### src/rtl/riscv_mem_pkg.sv
// Shared types for the fetch/data memory arbiter: FSM states, requester ids
// and the default fairness bound.
package riscv_mem_pkg;

    typedef enum logic [1:0] {
        IDLE,
        REQ,
        WAIT,
        DONE
    } arb_state_t;

    typedef enum logic {
        SRC_IF,
        SRC_DM
    } arb_src_t;

    localparam int DEFAULT_MAX_DATA_BURST = 4;

endpackage

### src/rtl/unified_mem_arbiter_fair_pick.sv
// Winner selection between fetch and data requests. Data normally wins, but a
// pending fetch is forced through after MAX_DATA_BURST consecutive data grants.
module arb_fair_pick
    import riscv_mem_pkg::*;
#(
    parameter int MAX_DATA_BURST = DEFAULT_MAX_DATA_BURST
) (
    input  logic     clk,
    input  logic     reset,
    input  logic     if_req,
    input  logic     dm_req,
    input  logic     grant,
    output arb_src_t winner,
    output logic     winner_valid
);

    localparam int CW = $clog2(MAX_DATA_BURST + 1);

    logic [CW-1:0] burst_cnt;
    logic          at_limit;

    assign at_limit = (burst_cnt == CW'(MAX_DATA_BURST));

    always_comb begin
        winner_valid = if_req | dm_req;
        winner       = (dm_req && !(if_req && at_limit)) ? SRC_DM : SRC_IF;
    end

    // grant is the IDLE-state sampling strobe; the counter only tracks data
    // grants that starved a waiting fetch.
    always_ff @(posedge clk or negedge reset) begin
        if (!reset) begin
            burst_cnt <= '0;
        end else if (grant) begin
            if (!if_req || winner == SRC_IF) begin
                burst_cnt <= '0;
            end else if (!at_limit) begin
                burst_cnt <= burst_cnt + CW'(1);
            end
        end
    end

endmodule

### src/rtl/unified_mem_arbiter.sv
// Single-port memory shared by instruction fetch and data access, one
// transaction in flight, with pipeline freeze outputs for the hazard unit.
module unified_mem_arbiter
    import riscv_mem_pkg::*;
#(
    parameter int XLEN           = 32,
    parameter int AW             = 32,
    parameter int MAX_DATA_BURST = DEFAULT_MAX_DATA_BURST
) (
    input  logic              clk,
    input  logic              reset,
    input  logic              if_req,
    input  logic [AW-1:0]     if_addr,
    output logic [XLEN-1:0]   if_rdata,
    output logic              if_valid,
    input  logic              dm_req,
    input  logic              dm_we,
    input  logic [XLEN/8-1:0] dm_wstrb,
    input  logic [AW-1:0]     dm_addr,
    input  logic [XLEN-1:0]   dm_wdata,
    output logic [XLEN-1:0]   dm_rdata,
    output logic              dm_valid,
    output logic              mem_req,
    output logic              mem_we,
    output logic [XLEN/8-1:0] mem_wstrb,
    output logic [AW-1:0]     mem_addr,
    output logic [XLEN-1:0]   mem_wdata,
    input  logic              mem_gnt,
    input  logic              mem_rvalid,
    input  logic [XLEN-1:0]   mem_rdata,
    output logic              stall_if,
    output logic              stall_mem
);

    localparam int SW = XLEN / 8;

    arb_state_t        state_reg, state_next;
    arb_src_t          src_reg;
    logic              we_reg;
    logic [SW-1:0]     wstrb_reg;
    logic [AW-1:0]     addr_reg;
    logic [XLEN-1:0]   wdata_reg;
    logic [XLEN-1:0]   if_rdata_reg;
    logic [XLEN-1:0]   dm_rdata_reg;

    arb_src_t          winner;
    logic              winner_valid;
    logic              grant;
    logic              capture;

    assign grant = (state_reg == IDLE);

    arb_fair_pick #(
        .MAX_DATA_BURST(MAX_DATA_BURST)
    ) u_pick (
        .clk         (clk),
        .reset       (reset),
        .if_req      (if_req),
        .dm_req      (dm_req),
        .grant       (grant),
        .winner      (winner),
        .winner_valid(winner_valid)
    );

    // A response is only accepted once the bus has granted this transaction.
    always_comb begin
        state_next = state_reg;
        capture    = 1'b0;
        case (state_reg)
            IDLE: if (winner_valid) state_next = REQ;
            REQ: begin
                if (mem_gnt) begin
                    if (mem_rvalid) begin
                        capture    = 1'b1;
                        state_next = DONE;
                    end else begin
                        state_next = WAIT;
                    end
                end
            end
            WAIT: begin
                if (mem_rvalid) begin
                    capture    = 1'b1;
                    state_next = DONE;
                end
            end
            DONE:    state_next = IDLE;
            default: state_next = IDLE;
        endcase
    end

    always_ff @(posedge clk or negedge reset) begin
        if (!reset) begin
            state_reg <= IDLE;
        end else begin
            state_reg <= state_next;
        end
    end

    always_ff @(posedge clk or negedge reset) begin
        if (!reset) begin
            src_reg   <= SRC_IF;
            we_reg    <= 1'b0;
            wstrb_reg <= '0;
            addr_reg  <= '0;
            wdata_reg <= '0;
        end else if (grant && winner_valid) begin
            src_reg <= winner;
            if (winner == SRC_DM) begin
                we_reg    <= dm_we;
                wstrb_reg <= dm_wstrb;
                addr_reg  <= dm_addr;
                wdata_reg <= dm_wdata;
            end else begin
                we_reg    <= 1'b0;
                wstrb_reg <= '0;
                addr_reg  <= if_addr;
                wdata_reg <= '0;
            end
        end
    end

    // Store acknowledgements carry no data, so dm_rdata keeps the last load.
    always_ff @(posedge clk or negedge reset) begin
        if (!reset) begin
            if_rdata_reg <= '0;
            dm_rdata_reg <= '0;
        end else if (capture) begin
            if (src_reg == SRC_IF) begin
                if_rdata_reg <= mem_rdata;
            end else if (!we_reg) begin
                dm_rdata_reg <= mem_rdata;
            end
        end
    end

    assign mem_req   = (state_reg == REQ);
    assign mem_we    = we_reg;
    assign mem_wstrb = wstrb_reg;
    assign mem_addr  = addr_reg;
    assign mem_wdata = wdata_reg;

    assign if_valid  = (state_reg == DONE) && (src_reg == SRC_IF);
    assign dm_valid  = (state_reg == DONE) && (src_reg == SRC_DM);
    assign if_rdata  = if_rdata_reg;
    assign dm_rdata  = dm_rdata_reg;

    assign stall_if  = if_req & ~if_valid;
    assign stall_mem = dm_req & ~dm_valid;

endmodule
### config.mk
export PLATFORM = sky130hd
export DESIGN_NAME = unified_mem_arbiter
export DESIGN_NICKNAME = d
export VERILOG_FILES = /design/src/rtl/riscv_mem_pkg.sv /design/src/rtl/unified_mem_arbiter_fair_pick.sv /design/src/rtl/unified_mem_arbiter.sv
export SDC_FILE = /design/constraint.sdc
export NUM_CORES = 1
export LEC_CHECK = 0
export CORE_AREA = 4 4 123 125
export CTS_CLUSTER_SIZE = 30
export DETAILED_ROUTE_END_ITERATION = 10
export DIE_AREA = 0 0 127 129
export PLACE_DENSITY = 0.79
export SETUP_SLACK_MARGIN = 0.3
export SLEW_MARGIN = 15
export SYNTH_ARGS = -nofsm -noshare
export SYNTH_HDL_FRONTEND = slang
export SYNTH_SLANG_ARGS = --single-unit
### constraint.sdc
create_clock -name clk -period 2.23 [get_ports clk]
set_clock_uncertainty 0.05 [all_clocks]
set_input_delay 0.446 -clock clk [delete_from_list [all_inputs] [get_ports clk]]
set_output_delay 0.446 -clock clk [all_outputs]
set_load 0.05 [all_outputs]
; Word level (Yosys, flattened, before mapping)
; Cells that the tools add are included.
[word_totals]
regBits = 139
in_bits = 139
elab_cells = 54
[op_classes]
n_addsub = 1
n_eq_ne = 8
mux = 15
bitwise_logic = 8
n_reduce_logical = 13
[op_table]
columns = operator, n
row1 = 32-bit 2-to-1 mux, 2
row2 = 2-bit case mux with 4 select lines, 1
row3 = 2-bit 2-to-1 mux, 3
row4 = 3-bit 2-to-1 mux, 2
row5 = "2-bit != test, second input constant", 3
row6 = 3-bit AND reduction, 2
row7 = 1-bit logical AND, 5
row8 = 1-bit 2-to-1 mux, 5
row9 = 1-bit NOT, 5
row10 = "2-bit == test, second input constant", 2
row11 = 4-bit 2-to-1 mux, 1
row12 = 2-bit AND reduction, 2
row13 = "3-bit by 1-bit adder with 3-bit output, second input constant", 1
row14 = "3-bit == test, second input constant", 1
row15 = 1-bit bitwise AND, 2
row16 = "2-bit by 1-bit == test with 1-bit output, second input constant", 1
row17 = 1-bit zero test, 2
row18 = 2-bit zero test, 1
row19 = "2-bit by 1-bit != test with 1-bit output, second input constant", 1
row20 = 1-bit case mux with 2 select lines, 1
row21 = 1-bit logical OR, 1
row22 = 1-bit bitwise OR, 1

; Depth between registers and ports, before layout
; Gate-level depths: netlist of run 1.
[logic_depth]
ltp_word = 9
mapped_depth = 8
ltp_nobuf = 6

; Hierarchy
; From an unflattened synthesis of run 1, not the netlist that was laid out.
[hier_totals]
cells_unflattened = 487
area_unflattened_um2 = 5765.5
[by_module_without_submodules]
columns = mod, instances, cells_per_inst, area_per_inst_um2, seq_area_each_um2
row1 = unified_mem_arbiter, 1, 466, 5559.1, 3403.3
row2 = arb_fair_pick, 1, 21, 206.4, 75.1

; Worst setup path before layout of run 1
; No wires, ideal clock.
[synth_path]
path_type = flip-flop to output port
start = register state_reg[0]
end = output port stall_if
arrival_time_ns = 1.759
setup_slack_ns = -0.025
stages_incl_launch_ff = 4
n_path_buf = 0
path_cell_list = dfrtp_1 ha_1 nor2b_1 nor2b_1
[synth_between]
elab_chain_len = 4
[synth_rtl]
columns = item, line_no
row1 = from (decl), unified_mem_arbiter.sv:37  ; arb_state_t state_reg, state_next;
row2 = from (signal assigned), unified_mem_arbiter.sv:96  ; state_reg <= state_next;
row3 = 2-bit == test, unified_mem_arbiter.sv:143  ; assign if_valid = (state_reg == DONE) && (src_reg == SRC_IF);
row4 = 1-bit logical AND, unified_mem_arbiter.sv:143
row5 = via if_valid, unified_mem_arbiter.sv:15  ; output logic if_valid,
row6 = 1-bit NOT, unified_mem_arbiter.sv:148  ; assign stall_if = if_req & ~if_valid;
row7 = 1-bit bitwise AND, unified_mem_arbiter.sv:148
row8 = to (decl), unified_mem_arbiter.sv:31  ; output logic stall_if,
; The timed path passes the listed nets, and every way through them passes these cells.

; Worst setup path after layout of run 1
[layout_path]
start = register state_reg[1]
end = output port stall_mem
[layout_between]
elab_chain_len = 4
[layout_rtl]
columns = item, line_no
row1 = 2-bit == test, unified_mem_arbiter.sv:144  ; assign dm_valid = (state_reg == DONE) && (src_reg == SRC_DM);
row2 = 1-bit logical AND, unified_mem_arbiter.sv:144
row3 = 1-bit NOT, unified_mem_arbiter.sv:149  ; assign stall_mem = dm_req & ~dm_valid;
row4 = 1-bit bitwise AND, unified_mem_arbiter.sv:149
row5 = to (decl), unified_mem_arbiter.sv:32  ; output logic stall_mem
; No other way between the ends.

==> results of run 1 <==
-- synthesized netlist by cell type (2+ instances only) --
cell type / instances / share of area
nand3_1: 2 / 0.0018
dfrtp_1: 139 / 0.63
a21o_1: 2 / 0.0027
and2_1: 2 / 0.0023
mux2_2: 59 / 0.12
nor2b_1: 4 / 0.0045
clkbuf_1: 13 / 0.0088
o22ai_1: 2 / 0.0023
a21oi_1: 64 / 0.058
buf_6: 3 / 0.0061
nand2_1: 37 / 0.025
inv_1: 7 / 0.0048
a22o_1: 37 / 0.059
buf_1: 2 / 0.0014
mux2_1: 5 / 0.010
ha_1: 6 / 0.014
o21ai_0: 3 / 0.0027
buf_2: 11 / 0.010
nor2_1: 34 / 0.023
-- final cells by class --
class                           count  area [um^2]
Tap cell                          180          225
Clock inverter                     14          195
Inverter                            7         31.3
Multi-Input combinational cell    267         2060
Clock buffer                       17          425
Sequential cell                   139         3480
Fill cell                        1044         4500
Timing Repair Buffer              300         2960
-- metal layers --
metal	vias to the layer above	track usage	wire, um
li1	2140	-	-
met1	2230	0.243	6570
met2	229	0.356	8690
met3	40	0.0764	1540
met4	0	0.0934	546
met5	-	0	0
-- layout by cell type, fill, tap and decap left out, types with 5 or more instances in the layout --
master           synthesis  routed
mux2_4                   0      23
inv_1                    7       5
a21oi_1                 64      64
nand2_1                 37      37
dfrtp_1                139     137
a22o_1                  37      37
dlygate4sd2_1            0     132
mux2_2                  59      39
clkdlybuf4s50_1          0     137
buf_6                    3       7
clkbuf_16                0      18
buf_4                    0      10
buf_12                   0      12
nor2_1                  34      34
-- final timing paths --
| kind | startpoint | endpoint | slack [ns] | cells past startpoint |
|---|---|---|---|---|
| worst max-delay path | state_reg[1] | stall_mem | 0.25 | 4 |
| worst min-delay path | if_rdata[5] | if_rdata[5] | 0.44 | 1 |
| worst max register to register | state_reg[1] | dm_rdata[12] | 0.26 | 8 |
| worst min register to register | if_rdata[5] | if_rdata[5] | 0.44 | 1 |
| max in group asynchronous | reset | if_rdata[0] | 1.05 | 3 |
| min in group asynchronous | reset | dm_rdata[11] | 0.46 | 2 |
-- kinds of logic (layout without fill, tap and decap cells) --
family / count (synthesis) / after routing / share of synthesized area
adder cells (fa/ha/maj): 6 / 6 / 0.0136
AO/OA/AOI/OAI: 113 / 113 / 0.131
flip-flops: 139 / 139 / 0.629
AND/OR/NAND/NOR: 84 / 84 / 0.0654
buffers and inverters: 36 / 338 / 0.0310
multiplexers: 64 / 64 / 0.130
-- power groups by stage --
stage / clock network [uW] / registers [uW] / logic [uW]
floorplan: 0 / 8670 / 2250
global placement: 0 / 4560 / 9830
detailed placement: 0 / 4630 / 10000
CTS: 3020 / 4570 / 9390
global route: 3140 / 4720 / 9800
finish: 2940 / 4570 / 9380
-- through the flow --
step	hold WS [ns]	power, uW	std cells
after floorplan	0.100	10900	442
after global placement	0.320	14400	885
after detailed placement	0.325	14600	885
after CTS	0.441	17000	921
after global routing	0.465	17700	924
final	0.443	16900	924
-- what timing repair did --
| action | in CTS | in global routing |
|---|---|---|
| setup endpoints to repair | 201 | 67 |
| hold endpoints to repair | 36 | 0 |
| pin swaps | 3 | 2 |
| hold buffers | 1 | 0 |
| cloned | 0 | 1 |
| gates resized for setup | 149 | 11 |
| buffers inserted | 4 | 2 |
==> results.json, run 1 <==
{
  "final_hold_viol_count": 0,
  "critPathLaunchType": "flop",
  "critPathKind": "flop to output port",
  "cts_htree_levels": 4,
  "area_growth_pct": 69.5,
  "antenna_found_initial": 0,
  "switchingPower_uw": 8200,
  "setup-violations-final": 0,
  "power.internal_uw": 8690,
  "vias": 4639,
  "synthesis.area_um2": 5530,
  "ys.flop_type": "dfrtp_1",
  "cts_max_path_buffers": 2,
  "cts_sinks": 139,
  "overflow": 0,
  "cp.required_ns": 1.73,
  "status": "complete, no violations",
  "num_antenna_cells": 0,
  "die_x_um": 127,
  "row_count": 43,
  "ys_ff_latch": 139,
  "worstSkewPairLatency_ns": 0.41,
  "cap_violations": 0,
  "cts-root-buf": "clkbuf_16",
  "clk_pin_slew_ns": 0.06,
  "io_buffers": 276,
  "peakVddDrop_mv": 0.927,
  "pin_count": 277,
  "slowest_stage": "dfrtp_2",
  "critPathCaptureType": "output port",
  "max_freq_mhz": 506,
  "pwr-share-comb": 0.555,
  "drt_first_iter_violations": 224,
  "vias_per_cell": 5.02,
  "syn_inst": 442,
  "critPathBufInv": 1,
  "cp_max_fo": 3,
  "rsz0062_at_grt": "yes",
  "grt_util_all_layers": 0.211,
  "critical_path.top_delay_family": "flip-flops",
  "clockPowerShare": 0.174,
  "slew_headroom": 0.630,
  "fin_nets": 877,
  "yosysUniqueCellTypes": 29,
  "initial_core_util": 0.399,
  "critPathMaxStageDelay_ns": 0.46,
  "period_share": 0.886,
  "dp_hpwl_mm": 12.9,
  "avgRoutedWirePerCell_um": 18.8,
  "arrival_ns": 1.48,
  "drtAntennaViolNets": 0,
  "dpl_worst_slack_ns": -0.0367,
  "grt_pass1_wl_mm": 26.7,
  "stdcell_area_um2": 9380,
  "worstMarginPinSlew_ns": 0.556,
  "ys_warn_count": 0,
  "grt_pass1_vias": 5054,
  "die_h_um": 129,
  "cts_made_buffers": 17,
  "ys_seq_area_frac": 0.629,
  "core-area_um2": 13900,
  "hp-class": "flop to flop",
  "synthesis.area_per_instance_um2": 12.5,
  "pwr-share-seq": 0.270,
  "async_flop_share": 1.00,
  "power.density_nw_per_um2": 1800,
  "period_needed_ns": 1.98,
  "synth.net_count": 587,
  "drive_gt1_frac": 0.188,
  "gp_congestion": 0.864,
  "layout_setup_ws_ns": 0.254,
  "crit_chain": "ha_4 -> and2_4 -> nor2b_4 -> buf_12",
  "firstDrtPassIters": 4,
  "drc": 0,
  "place_area_um2": 8730,
  "cts_tree": "yes",
  "die-area_um2": 16400,
  "routed_wl_mm": 17.3,
  "grt_start_max_net_pins": 57,
  "final_util": 0.676,
  "p_sw_frac": 0.485,
  "synth_edf_count": 0,
  "slew_viol_final": 0,
  "leakagePower_uw": 0.00437,
  "setup_tns_ns": 0
}
No activity file was read; power rests on OpenSTA's default activity.
==> run 2, diff against run 1 <==
--- a/config.mk
+++ b/config.mk
@@ -11,7 +11,6 @@
 export DIE_AREA = 0 0 127 129
 export PLACE_DENSITY = 0.79
 export SETUP_SLACK_MARGIN = 0.3
-export SLEW_MARGIN = 15
 export SYNTH_ARGS = -nofsm -noshare
 export SYNTH_HDL_FRONTEND = slang
 export SYNTH_SLANG_ARGS = --single-unit
==> results of run 2 <==
Final layout, timing and power as in run 1 (identical DEF).
==> run 3, diff against run 2 <==
--- a/config.mk
+++ b/config.mk
@@ -11,6 +11,7 @@
 export DIE_AREA = 0 0 127 129
 export PLACE_DENSITY = 0.79
 export SETUP_SLACK_MARGIN = 0.3
+export SLEW_MARGIN = 20
 export SYNTH_ARGS = -nofsm -noshare
 export SYNTH_HDL_FRONTEND = slang
 export SYNTH_SLANG_ARGS = --single-unit
==> results of run 3 <==
Final layout, timing and power as in run 1 (identical DEF).
